**src/rtl/bcd_time_counter.sv**
```systemverilog
// bcd_time_counter: packed-BCD hh:mm:ss time-of-day counter.
// An internal prescaler divides cp by DIV to produce one advance per second.
// Supports a validated direct load, a set mode with per-field increment,
// and single-cycle pulses on second, hour and day rollover.
module bcd_time_counter #(
  parameter int DIV = 1000
) (
  input  logic       cp,
  input  logic       rst,
  input  logic       load,
  input  logic [7:0] ld_h,
  input  logic [7:0] ld_m,
  input  logic [7:0] ld_s,
  input  logic       set_en,
  input  logic [1:0] adj_sel,
  input  logic       adj_inc,
  output logic [7:0] hours,
  output logic [7:0] minte,
  output logic [7:0] secd,
  output logic       sec_pulse,
  output logic       hour_pulse,
  output logic       day_pulse,
  output logic       load_err
);

  typedef enum logic {RUN = 1'b0, SET = 1'b1} state_t;

  localparam logic [15:0] PC_MAX = 16'(DIV - 1);

  state_t      st;
  logic [15:0] pc;

  // BCD increment with wrap at lim; returns {wrapped, next_value}.
  function automatic logic [8:0] bcd_inc(input logic [7:0] v, input logic [7:0] lim);
    if (v == lim)             return {1'b1, 8'h00};
    else if (v[3:0] == 4'd9)  return {1'b0, v[7:4] + 4'd1, 4'd0};
    else                      return {1'b0, v[7:4], v[3:0] + 4'd1};
  endfunction

  function automatic logic digits_ok(input logic [7:0] v);
    return (v[7:4] <= 4'd9) && (v[3:0] <= 4'd9);
  endfunction

  logic       ld_ok;
  logic       tick;
  logic [8:0] s_inc, m_inc, h_inc;

  // Once both digits are valid BCD, an unsigned compare against the BCD
  // limit is equivalent to a numeric range check.
  assign ld_ok = load && digits_ok(ld_h) && digits_ok(ld_m) && digits_ok(ld_s)
                 && (ld_h <= 8'h23) && (ld_m <= 8'h59) && (ld_s <= 8'h59);

  assign tick  = (st == RUN) && (pc == PC_MAX);
  assign s_inc = bcd_inc(secd,  8'h59);
  assign m_inc = bcd_inc(minte, 8'h59);
  assign h_inc = bcd_inc(hours, 8'h23);

  // State, prescaler, time fields and pulses; priority load > adjust > tick.
  always_ff @(posedge cp or negedge rst) begin
    if (!rst) begin
      st         <= RUN;
      pc         <= '0;
      hours      <= 8'h00;
      minte      <= 8'h00;
      secd       <= 8'h00;
      sec_pulse  <= 1'b0;
      hour_pulse <= 1'b0;
      day_pulse  <= 1'b0;
      load_err   <= 1'b0;
    end else begin
      sec_pulse  <= 1'b0;
      hour_pulse <= 1'b0;
      day_pulse  <= 1'b0;
      load_err   <= load && !ld_ok;
      st         <= set_en ? SET : RUN;

      if (ld_ok) begin
        hours <= ld_h;
        minte <= ld_m;
        secd  <= ld_s;
      end else if (st == SET && adj_inc) begin
        case (adj_sel)
          2'b00:   secd  <= s_inc[7:0];
          2'b01:   minte <= m_inc[7:0];
          2'b10:   hours <= h_inc[7:0];
          default: ;
        endcase
      end else if (tick) begin
        secd      <= s_inc[7:0];
        sec_pulse <= 1'b1;
        if (s_inc[8]) begin
          minte <= m_inc[7:0];
          if (m_inc[8]) begin
            hours      <= h_inc[7:0];
            hour_pulse <= 1'b1;
            day_pulse  <= h_inc[8];
          end
        end
      end

      // Held at 0 while in (or entering) SET, so the first second after
      // leaving SET is a full DIV cycles.
      if (ld_ok || st == SET || set_en || tick) pc <= '0;
      else                                      pc <= pc + 16'd1;
    end
  end

endmodule

```
**config.mk**
```make
export PLATFORM = sky130hd
export DESIGN_NAME = bcd_time_counter
export DESIGN_NICKNAME = d
export VERILOG_FILES = /design/src/rtl/bcd_time_counter.sv
export SDC_FILE = /design/constraint.sdc
export NUM_CORES = 1
export LEC_CHECK = 0
export ABC_AREA = 1
export CORE_UTILIZATION = 25
export CTS_CLUSTER_SIZE = 28
export DETAILED_ROUTE_END_ITERATION = 12
export PLACE_DENSITY = 0.49
export SLEW_MARGIN = 20
export SYNTH_ARGS = -nofsm -noshare
export SYNTH_HDL_FRONTEND = slang
export SYNTH_SLANG_ARGS = --single-unit
export TNS_END_PERCENT = 50
```
**constraint.sdc**
```tcl
create_clock -name cp -period 1.6 [get_ports cp]
set_input_delay 0.24 -clock cp [delete_from_list [all_inputs] [get_ports cp]]
set_output_delay 0.24 -clock cp [all_outputs]
set_load 0.05 [all_outputs]
```
==> metrics.yaml, run 1 <==
pwr:
  internal_power_mw: 2.31
  power_frac_clock: 0.194
  p_per_area_nw_per_um2: 835
  worst_ir_drop_vdd_mv: 0.901
  p_comb_frac: 0.441
  seq_power_share: 0.366
  p_sw_mw: 1.53
  sw_frac_of_total: 0.399
  power_leakage_nw: 2.24
yosys:
  postSynth.asyncResetShare: 1.00
  postSynthCellCount: 374
  post_synth_instance_area_sq_um: 2770
  post_synth_fa_ha_maj_area_fraction: 0.0496
  synth_top_cell_area_share: 0.406
  area_share_of_xor_xnor_cells_in_the_synthesized_design: 0.0569
  synthesis.area_per_instance_sq_um: 7.41
  synth_most_common_cell: "sky130_fd_sc_hd__nand2_1"
  synth_area_leaders: "sky130_fd_sc_hd__dfrtp_1, sky130_fd_sc_hd__nand2_1, sky130_fd_sc_hd__nor2_1, sky130_fd_sc_hd__nand3_1, sky130_fd_sc_hd__ha_1"
  synthDistinctLibCells: 27
  synth_edf_count: 0
  post_synth_and_or_nand_nor_area_fraction: 0.339
  synthTopCellsByCount: "sky130_fd_sc_hd__nand2_1, sky130_fd_sc_hd__dfrtp_1, sky130_fd_sc_hd__nor2_1"
  synth_seq_cells: 45
  most_common_flop_cell_mapped_by_yosys: "sky130_fd_sc_hd__dfrtp_1"
  synth_area_in_compound_gates: 0.0763
  synth_top_area_cell: "sky130_fd_sc_hd__dfrtp_1"
  synth.net_count: 416
  yosys-mux-area-fraction: 0
  yosysSeqAreaShare: 0.406
  ys.warnings.count: 0
  synth_top_family_by_area: "simple AND/OR/NAND/NOR gates"
route:
  post_drt_wl_per_cell_um: 12.3
  drt-total-wl_mm: 8.02
  drt-initial-drc-count: 110
  routed_via_density: 4.43
  vias: 2881
  drt.antenna.violating_nets: 0
  firstDrtPassIters: 4
  drcViolationCount: 0
clocking:
  cts_tree: "built"
  clock-sinks: 45
  clockBufferDepth: 2
  clk_latency_ns: 0.31
  cts.htree.levels: 2
  cts-buffers-inserted: 5
  cts_root_buf: "sky130_fd_sc_hd__clkbuf_8"
  clk_transition_reported_paths_ns: 0.10
critical_path:
  timing.rr.start: "pc[0]"
  critical_path_sink_type: "flop"
  timing.critical_path.slowest_cell_delay_ns: 0.44
  nature_of_the_critical_path_startpoint: "input port"
  worst_r2r_path_cells: 11
  worst-endpoint-arrival_ns: 1.81
  path_common_cell: "sky130_fd_sc_hd__nand2_1"
  timing.rr.end: "hours[7]"
  worstPathMaxFanout: 5
  rrSetupSlack_ns: -0.02
  critical_path_class: "in2reg"
  cp_cell_sequence: "clkdlybuf4s50_1, o21ai_2, nand2_2, nor2_4, nand2_4, buf_6, nand3_4, nand4_1, nand2_1, nand2_1"
  slowest_stage: "sky130_fd_sc_hd__clkdlybuf4s50_1"
  worstPathRequired_ns: 1.78
  setup.worst_path.start: "ld_s[2]"
global_route:
  grt_max_degree: 29
  grt_pass1_wl_mm: 13.2
  grt-ovfl-total: 0
  track_usage: 0.144
  antenna_found_initial: 0
  grt_pass1_vias: 2852
final_layout:
  area_growth_syn_to_layout_pct: 65.5
  multi_input_area_sq_um: 1760
  antenna_cells: 0
  regArea_sq_um: 1140
  num-nets-final: 552
  final_layout_size_suffix_gt1_frac: 0.415
  filler_cell_count: 1098
  fin_cells: 651
floorplan:
  die_area_sq_um: 11500
  dieHeight_um: 107
  die_x_um: 107
  num_io_pins: 59
  start_util: 0.256
  core_sq_um: 10800
  floorplan.rows: 38
sta:
  slew-limit-headroom: 0.693
  fin_crit_sh: 1.02
  hold-worst-slack_ns: 0.314
  timing_worst_slew_pin_value_ns: 0.460
  timing.final.hold_violations: 0
  fmax_mhz: 616
  final_worst_path_period_need_ns: 1.62
  finClkSkew_ns: 0.0176
  final_critical_path_setup_slack_ns: -0.0243
  setup_viol: 5
  report.final.slew_viol_count: 0
  grt_setup_unrepaired: "yes"
hold_path:
  min-delay-start: "ld_s[1]"
  hp-class: "in2reg"
  hold-path-endpoint: "secd[1]"
  worst_hold_path_cells: 5
place:
  post-place-cells: 633
  place.detailed.hpwl_mm: 6.07
  port_buffers: 58
  finalWeightedCongestion: 0.832
flow_run:
  maxCapViolations: 0
run_status:
  failed_checks: "setup timing"
  outcome: "complete, but fails checks"
==> sequential cells by signal, summed over array words and instances (netlist names) <==
name / flops
day_pulse: 1
load_err: 1
st: 1
sec_pulse: 1
hour_pulse: 1
minte: 8
pc: 16
secd: 8
hours: 8
==> area by class of cell <==
| class | instances | share of cell area |
|---|---|---|
| multi-input combinational | 283 | 0.385 |
| timing repair buffer | 134 | 0.273 |
| sequential | 45 | 0.250 |
| tap | 140 | 0.0382 |
| inverter | 41 | 0.0352 |
| clock buffer | 5 | 0.0150 |
| clock inverter | 3 | 0.00491 |
==> worst max-delay path: cells and delay by family <==
kind	cells	cell delay (ns)
AOI/OAI and AO/OA	1	0.15
buffers and inverters	2	0.59
and+or+nand+nor	7	0.83
==> per-stage QoR <==
stage                util  power [mW]  cell area, sq um  worst slack [ns]  TNS [ns]
global placement    0.377        3.02              4090            -0.556    -20.84
finish              0.423        3.83              4590           -0.0243   -0.0828
global route        0.423        4.08              4590            -0.124     -2.28
floorplan               -        2.30              2840           -0.0398    -0.193
CTS                 0.402        3.81              4350           -0.0134   -0.0134
detailed placement  0.377        3.02              4090            -0.615    -21.28
==> worst max path at each step <==
stage	endpoint	depth (start not counted)
floorplan	hours[6]	9
global placement	secd[4]	10
detailed placement	secd[7]	9
CTS	hours[6]	11
global route	hours[2]	12
finish	hours[7]	10
==> power by group through the flow <==
stage | sequential [mW] | combinational (mW) | clock [mW]
finish | 1.40 | 1.69 | 0.742
CTS | 1.40 | 1.64 | 0.771
global route | 1.42 | 1.84 | 0.815
detailed placement | 1.42 | 1.60 | 0
global placement | 1.42 | 1.60 | 0
floorplan | 1.86 | 0.442 | 0
==> kinds of logic after synthesis <==
family                     count (synthesis)
and+or+nand+nor                          216
buffers and inverters                     47
DFF                                       45
AOI/OAI and AO/OA                         37
xor gates and xnor gates                  18
adders and majority gates                 11
==> layout by cell type (no fill, tap or decap), types with 2 or more instances in the layout <==
cell type	count
sky130_fd_sc_hd__a21oi_1	3
sky130_fd_sc_hd__buf_12	9
sky130_fd_sc_hd__buf_4	84
sky130_fd_sc_hd__buf_6	9
sky130_fd_sc_hd__clkbuf_8	5
sky130_fd_sc_hd__clkdlybuf4s50_1	21
sky130_fd_sc_hd__clkinv_4	2
sky130_fd_sc_hd__dfrtp_1	30
sky130_fd_sc_hd__dfrtp_2	15
sky130_fd_sc_hd__dlygate4sd2_1	3
sky130_fd_sc_hd__dlymetal6s2s_1	5
sky130_fd_sc_hd__ha_1	9
sky130_fd_sc_hd__inv_1	29
sky130_fd_sc_hd__inv_2	9
sky130_fd_sc_hd__inv_4	3
sky130_fd_sc_hd__nand2_1	87
sky130_fd_sc_hd__nand2_2	20
sky130_fd_sc_hd__nand2_4	8
sky130_fd_sc_hd__nand3_1	22
sky130_fd_sc_hd__nand3_2	6
sky130_fd_sc_hd__nand3_4	4
sky130_fd_sc_hd__nand4_1	10
sky130_fd_sc_hd__nor2_1	31
sky130_fd_sc_hd__nor2_2	7
sky130_fd_sc_hd__nor2_4	6
sky130_fd_sc_hd__nor3_2	6
sky130_fd_sc_hd__nor3b_2	2
sky130_fd_sc_hd__o21ai_0	16
sky130_fd_sc_hd__o21ai_1	11
sky130_fd_sc_hd__o21ai_2	3
sky130_fd_sc_hd__or2_2	3
sky130_fd_sc_hd__xnor2_1	7
sky130_fd_sc_hd__xor2_1	11
==> timing repair <==
item,4_1_cts,5_1_grt
pin swaps,21,25
setup buffers,5,3
hold endpoints to repair,17,0
setup endpoints to repair,44,40
gates cloned,1,1
resized for setup,41,62
hold buffers,1,0
==> layer usage <==
metal,GRT usage,vias up,part of all wire
li1,-,1470,-
met1,0.183,1351,0.46
met2,0.256,58,0.50
met3,0.0248,2,0.039
met4,0.0294,0,0.0035
met5,0,-,0
Power figures use the tool's default switching activity.
==> run 2, diff against run 1 <==
PLACE_DENSITY = 0.47   (was 0.49)
REMOVE_ABC_BUFFERS = 1   (was default)
clock period = 2 ns   (was 1.6 ns; I/O delays follow)
==> run 2 against run 1 <==
Net effect:
- largest power group is now registers
- highest routed layer unchanged
- clock power fell by 18%
- sequential share of layout area increased by 4.7 points
- the flow now finishes without violations
- via count down 9.2%
- global-route usage down 0.86 points
==> metrics.yaml, run 2 (synthesis gave the netlist of run 1 again) <==
run_status:
  outcome: "finished, final reports clean"
clocking:
  cts_root_buf: "sky130_fd_sc_hd__clkbuf_8"
  clock-sinks: 45  # unchanged
  cts.htree.levels: 2  # unchanged
  cts-buffers-inserted: 5  # unchanged
  cts_tree: "built"
  postCtsResizedCells: 0  # -100%
  clk_transition_reported_paths_ns: 0.09  # about the same
  clk_latency_ns: 0.31  # about the same
  clockBufferDepth: 2  # unchanged
pwr:
  p_sw_mw: 1.13  # -26%
  p_comb_frac: 0.373  # -0.068
  sw_frac_of_total: 0.405  # +0.00630
  p_per_area_nw_per_um2: 735  # -12%
  power_leakage_nw: 1.76  # -21%
  seq_power_share: 0.410  # +0.044
  report.power.total_mw: 2.79  # -27%
  power_frac_clock: 0.217  # +0.023
  internal_power_mw: 1.66  # -28%
  worst_ir_drop_vdd_mv: 0.466  # -48%
global_route:
  track_usage: 0.136  # -0.00862
  grt-ovfl-total: 0  # unchanged
  grt_pass1_vias: 2642  # -7.4%
  grt_pass1_wl_mm: 12.3  # -6.8%
  antenna_found_initial: 0  # unchanged
  grt_max_degree: 26  # -10%
hold_path:
  hold-path-endpoint: "pc[0]"
  worst_hold_path_cells: 1  # -4
  min-delay-start: "pc[0]"
  hp-class: "reg2reg"
route:
  route.top_layer_used: "met4"
  routed-wl-met2_mm: 3.51  # -13%
  firstDrtPassIters: 4  # unchanged
  routed_via_density: 4.37  # -1.2%
  met3_length_um: 242  # -23%
  vias: 2615  # -9.2%
  drt-initial-drc-count: 66  # -40%
  met1_length_mm: 3.48  # -4.9%
  drt-total-wl_mm: 7.31  # -8.9%
  drt.antenna.violating_nets: 0  # unchanged
  drcViolationCount: 0  # unchanged
  post_drt_wl_per_cell_um: 12.2  # -0.84%
final_layout:
  final_layout_size_suffix_gt1_frac: 0.116  # -0.299
  mostFrequentLayoutCells: "sky130_fd_sc_hd__nand2_1, sky130_fd_sc_hd__clkdlybuf4s50_1, sky130_fd_sc_hd__dfrtp_1, sky130_fd_sc_hd__nor2_1, sky130_fd_sc_hd__inv_1"
  num-nets-final: 499  # -9.6%
  registers.top_by_ff_count: "pc"
  area_growth_syn_to_layout_pct: 36.8
  largest_register_ff_count: 16  # unchanged
  mostFrequentLayoutCell: "sky130_fd_sc_hd__nand2_1"
  antenna_cells: 0  # unchanged
sta:
  fin_crit_sh: 0.966
  totalNegativeSetupSlack_ns: 0  # +0.0828 ns
  grt_setup_unrepaired: "no"
  final_worst_path_period_need_ns: 1.93
  report.final.slew_viol_count: 0  # unchanged
  finClkSkew_ns: 0.0222  # +0.00464 ns
  fmax_mhz: 518
  timing.final.hold_violations: 0  # unchanged
  setup_viol: 0  # -5
  timing_worst_slew_pin_value_ns: 0.551  # +0.0912 ns
  slew-limit-headroom: 0.632  # -0.0608
critical_path:
  timing.rr.start: "minte[1]"
  cp_cell_sequence: "clkdlybuf4s50_1"
  crit_cells: 1  # -9
  path_buf_inv: 1  # -1
  worst-endpoint-arrival_ns: 1.63  # -0.18 ns
  critical_path_sink_type: "output port"
  worstPathRequired_ns: 1.70  # -0.08 ns
  worstPathMaxFanout: 6  # +1
  nature_of_the_critical_path_startpoint: "flop"
  worst_r2r_path_cells: 11  # unchanged
  rrSetupSlack_ns: 0.25  # +0.27 ns
  path_delay_family: "buffers and inverters"
  timing.rr.end: "hours[0]"
  slowest_stage: "sky130_fd_sc_hd__clkdlybuf4s50_1"
  critical_path_class: "reg2out"
  timing.critical_path.slowest_cell_delay_ns: 0.86  # +0.42 ns
place:
  place.detailed.hpwl_mm: 5.84  # -3.6%
  port_buffers: 58  # unchanged
  finalWeightedCongestion: 0.795  # -4.5%
floorplan:
  floorplan.rows: 38  # unchanged
  die_area_sq_um: 11500  # unchanged
  num_io_pins: 59  # unchanged
  die_x_um: 107  # unchanged
  dieHeight_um: 107  # unchanged
  start_util: 0.256  # unchanged
  core_sq_um: 10800  # unchanged
flow_run:
  maxCapViolations: 0  # unchanged
==> run 2: cell types whose count changed in the layout (fill, tap and decap cells not counted), sizes merged <==
cell,change
buf,-79
clkbuf,-1
clkdlybuf4s50,+36
clkinv,-2
clkinvlp,+1
dlygate4sd2,-3
dlymetal6s2s,-5
inv,+1
nand2,-1
==> run 2: per-layer routing <==
metal  vias up  global-route usage
met1      1204               0.173
met5         -                   0
met3         6              0.0278
li1       1361                   -
met4         0              0.0323
met2        44               0.235
==> run 2: layout make-up <==
class	instances	area, sq um
sequential	45	1130
multi-input combinational	282	1450
timing repair buffer	82	796
clock buffer	5	68.8
inverter	41	154
clock inverter	3	25.0
fill	1175	7050
tap	140	175
==> run 2: repair_timing <==
item,CTS,global route
hold endpoints to repair,20,0
setup buffers,0,0
hold buffers,1,0
==> run 2: how the worst max path moves through the flow <==
stage                        start        to  slack [ns]
after CTS                 minte[0]  minte[0]        0.04
after floorplan           minte[0]  hours[2]        0.03
after global placement     ld_h[2]  hours[6]       -0.15
after global routing      minte[1]  hours[0]       0.003
after detailed placement   ld_h[2]   secd[6]       -0.17
final                     minte[0]  minte[0]        0.07
==> run 2: stage by stage <==
stage / hold WS [ns] / setup slack, ns / instances / utilization / cell area, sq um
after detailed placement: 0.317 / -0.171 / 589 / 0.340 / 3690
after CTS: 0.467 / 0.0436 / 598 / 0.350 / 3790
after floorplan: 0.00441 / 0.0253 / 368 / - / 2730
after global routing: 0.490 / 0.00283 / 598 / 0.350 / 3790
after global placement: 0.323 / -0.148 / 589 / 0.340 / 3690
final: 0.458 / 0.0678 / 598 / 0.350 / 3790
==> run 2: power by group through the flow <==
stage,sequential (mW),clock [mW],combinational (mW)
2_1_floorplan,1.46,0,0.330
4_1_cts,1.14,0.637,1.05
3_5_place_dp,1.16,0,1.05
6_report,1.14,0.606,1.04
3_3_place_gp,1.16,0,1.05
5_1_grt,1.16,0.670,1.13
==> run 3, diff against run 2 <==
CTS_BUF_LIST = sky130_fd_sc_hd__clkbuf_16   (was default)
TNS_END_PERCENT = default   (was 50)
==> run 3 against run 2 <==
Net effect:
- global-route usage is essentially flat
- die area stayed put
- hold slack worse by 0.0032 ns
- cell count stayed put
- register-to-register slack about the same
- largest power group unchanged
==> metrics.yaml, run 3 (synthesis gave the netlist of run 1 again) <==
sta:
  timing_worst_slew_pin_value_ns: 0.549  # -0.00204 ns
  setup_viol: 0  # unchanged
  grt_setup_unrepaired: "no"
  fin_crit_sh: 0.953  # -0.0136
  hold-worst-slack_ns: 0.455  # -0.00324 ns
  slew-limit-headroom: 0.634  # +0.00136
  timing.final.hold_violations: 0  # unchanged
  finClkSkew_ns: 0.0168  # -0.00544 ns
  fmax_mhz: 525  # +1.4%
  final_worst_path_period_need_ns: 1.91  # -0.0271 ns
  report.final.slew_viol_count: 0  # unchanged
pwr:
  p_comb_frac: 0.343  # -0.030
  sw_frac_of_total: 0.381  # -0.0238
  power_leakage_nw: 1.79  # +1.5%
  worst_ir_drop_vdd_mv: 0.467  # +0.30%
  internal_power_mw: 1.88  # +13%
  seq_power_share: 0.377  # -0.033
  report.power.total_mw: 3.03  # +8.8%
  power_frac_clock: 0.280  # +0.063
  p_sw_mw: 1.16  # +2.4%
  p_per_area_nw_per_um2: 788  # +7.1%
place:
  finalWeightedCongestion: 0.795  # unchanged
  port_buffers: 58  # unchanged
  post-place-cells: 589  # unchanged
  place.detailed.hpwl_mm: 5.84  # unchanged
critical_path:
  path_delay_family: "buffers and inverters"
  slowest_stage: "sky130_fd_sc_hd__clkdlybuf4s50_1"
  nature_of_the_critical_path_startpoint: "flop"
  critical_path_sink_type: "output port"
  critical_path_class: "reg2out"
  worstPathMaxFanout: 6  # unchanged
  worst-endpoint-arrival_ns: 1.61  # -0.02 ns
  timing.critical_path.slowest_cell_delay_ns: 0.86  # about the same
  cp_cell_sequence: "clkdlybuf4s50_1"
  path_buf_inv: 1  # unchanged
  worstPathRequired_ns: 1.70  # about the same
final_layout:
  antenna_cells: 0  # unchanged
  mostFrequentLayoutCell: "sky130_fd_sc_hd__nand2_1"
  mostFrequentLayoutCells: "sky130_fd_sc_hd__nand2_1, sky130_fd_sc_hd__clkdlybuf4s50_1, sky130_fd_sc_hd__dfrtp_1, sky130_fd_sc_hd__nor2_1, sky130_fd_sc_hd__inv_1"
  registers.top_by_ff_count: "pc"
  final_layout_size_suffix_gt1_frac: 0.118  # +0.00218
  layout.core_utilization: 0.355  # +0.00554
  fin_cells: 598  # unchanged
  largest_register_ff_count: 16  # unchanged
  num-nets-final: 499  # unchanged
  area_growth_syn_to_layout_pct: 38.9
  filler_cell_count: 1167  # -0.68%
route:
  firstDrtPassIters: 4  # unchanged
  routed_via_density: 4.39  # +0.50%
  drt-total-wl_mm: 7.32  # +0.15%
  post_drt_wl_per_cell_um: 12.2  # +0.15%
  drt-initial-drc-count: 87  # +32%
  drcViolationCount: 0  # unchanged
  vias: 2628  # +0.50%
  drt.antenna.violating_nets: 0  # unchanged
clocking:
  post-cts-setup-buffer-count: 0  # unchanged
  clk_transition_reported_paths_ns: 0.07  # -0.02 ns
  cts-buffers-inserted: 5  # unchanged
  clockBufferDepth: 2  # unchanged
  cts_tree: "built"
  clk_latency_ns: 0.29  # -0.02 ns
  cts_root_buf: "sky130_fd_sc_hd__clkbuf_16"
  cts.htree.levels: 2  # unchanged
  clock-sinks: 45  # unchanged
flow_run:
  maxCapViolations: 0  # unchanged
floorplan:
  die_x_um: 107  # unchanged
  start_util: 0.256  # unchanged
  core_sq_um: 10800  # unchanged
  floorplan.rows: 38  # unchanged
  num_io_pins: 59  # unchanged
  die_area_sq_um: 11500  # unchanged
  dieHeight_um: 107  # unchanged
global_route:
  grt_max_degree: 26  # unchanged
  antenna_found_initial: 0  # unchanged
  grt_pass1_vias: 2649  # +0.26%
  grt-ovfl-total: 0  # unchanged
  grt_pass1_wl_mm: 12.3  # about the same
  track_usage: 0.135  # -0.000390
run_status:
  outcome: "finished, final reports clean"
hold_path:
  hp-class: "reg2reg"
[run 3: changes by cell type in the layout (fill, tap and decap cells not counted)]
cell / change
sky130_fd_sc_hd__clkbuf_8: -5
sky130_fd_sc_hd__o21ai_2: +1
sky130_fd_sc_hd__o21ai_1: -1
sky130_fd_sc_hd__clkbuf_16: +5
[run 3: power groups by stage]
stage               clock network (mW)  logic, mW  registers, mW
finish                           0.850       1.04           1.14
floorplan                            0      0.330           1.46
CTS                              0.881       1.05           1.14
global placement                     0       1.05           1.16
detailed placement                   0       1.05           1.16
global route                     0.912       1.13           1.16
[run 3: area by class of cell]
cell class                      instances  area, sq um  share of cell area
Clock inverter                          3         25.0             0.00650
Clock buffer                            5          125              0.0325
Inverter                               41          154              0.0399
Multi-Input combinational cell        282         1450               0.377
Tap cell                              140          175              0.0455
Sequential cell                        45         1130               0.292
Timing Repair Buffer                   82          796               0.207
[run 3: stage by stage]
stage                     area [sq um]  worst slack [ns]  TNS [ns]
after floorplan                   2730            0.0253         0
after global placement            3690            -0.148     -2.29
after detailed placement          3690            -0.171     -3.85
after CTS                         3850            0.0792         0
after global routing              3850           0.00838         0
final                             3850            0.0950         0
[run 3: metal layers]
metal  GRT usage  wire, um  vias to the layer above
li1            -         -                     1365
met4      0.0323        55                        0
met5           0         0                        -
met1       0.173      3510                     1210
met3      0.0260       254                        5
met2       0.235      3500                       48
[run 3: path summary, 6_finish.rpt]
kind                           from       end  slack [ns]  cells past startpoint
min                           pc[0]     pc[0]        0.46                      1
min in group asynchronous       rst     pc[6]        0.53                      2
min reg2reg                   pc[0]     pc[0]        0.46                      1
max reg2reg                minte[1]  hours[0]        0.24                     11
max in group asynchronous       rst  hours[6]        0.93                      3
max                        minte[0]  minte[0]        0.09                      1
[run 3: timing repair]
item | 4_1_cts | 5_1_grt
gates resized for setup | 0 | 1
endpoints found under the setup margin | 0 | 2
hold endpoints to repair | 1 | 0
hold buffers | 1 | 0
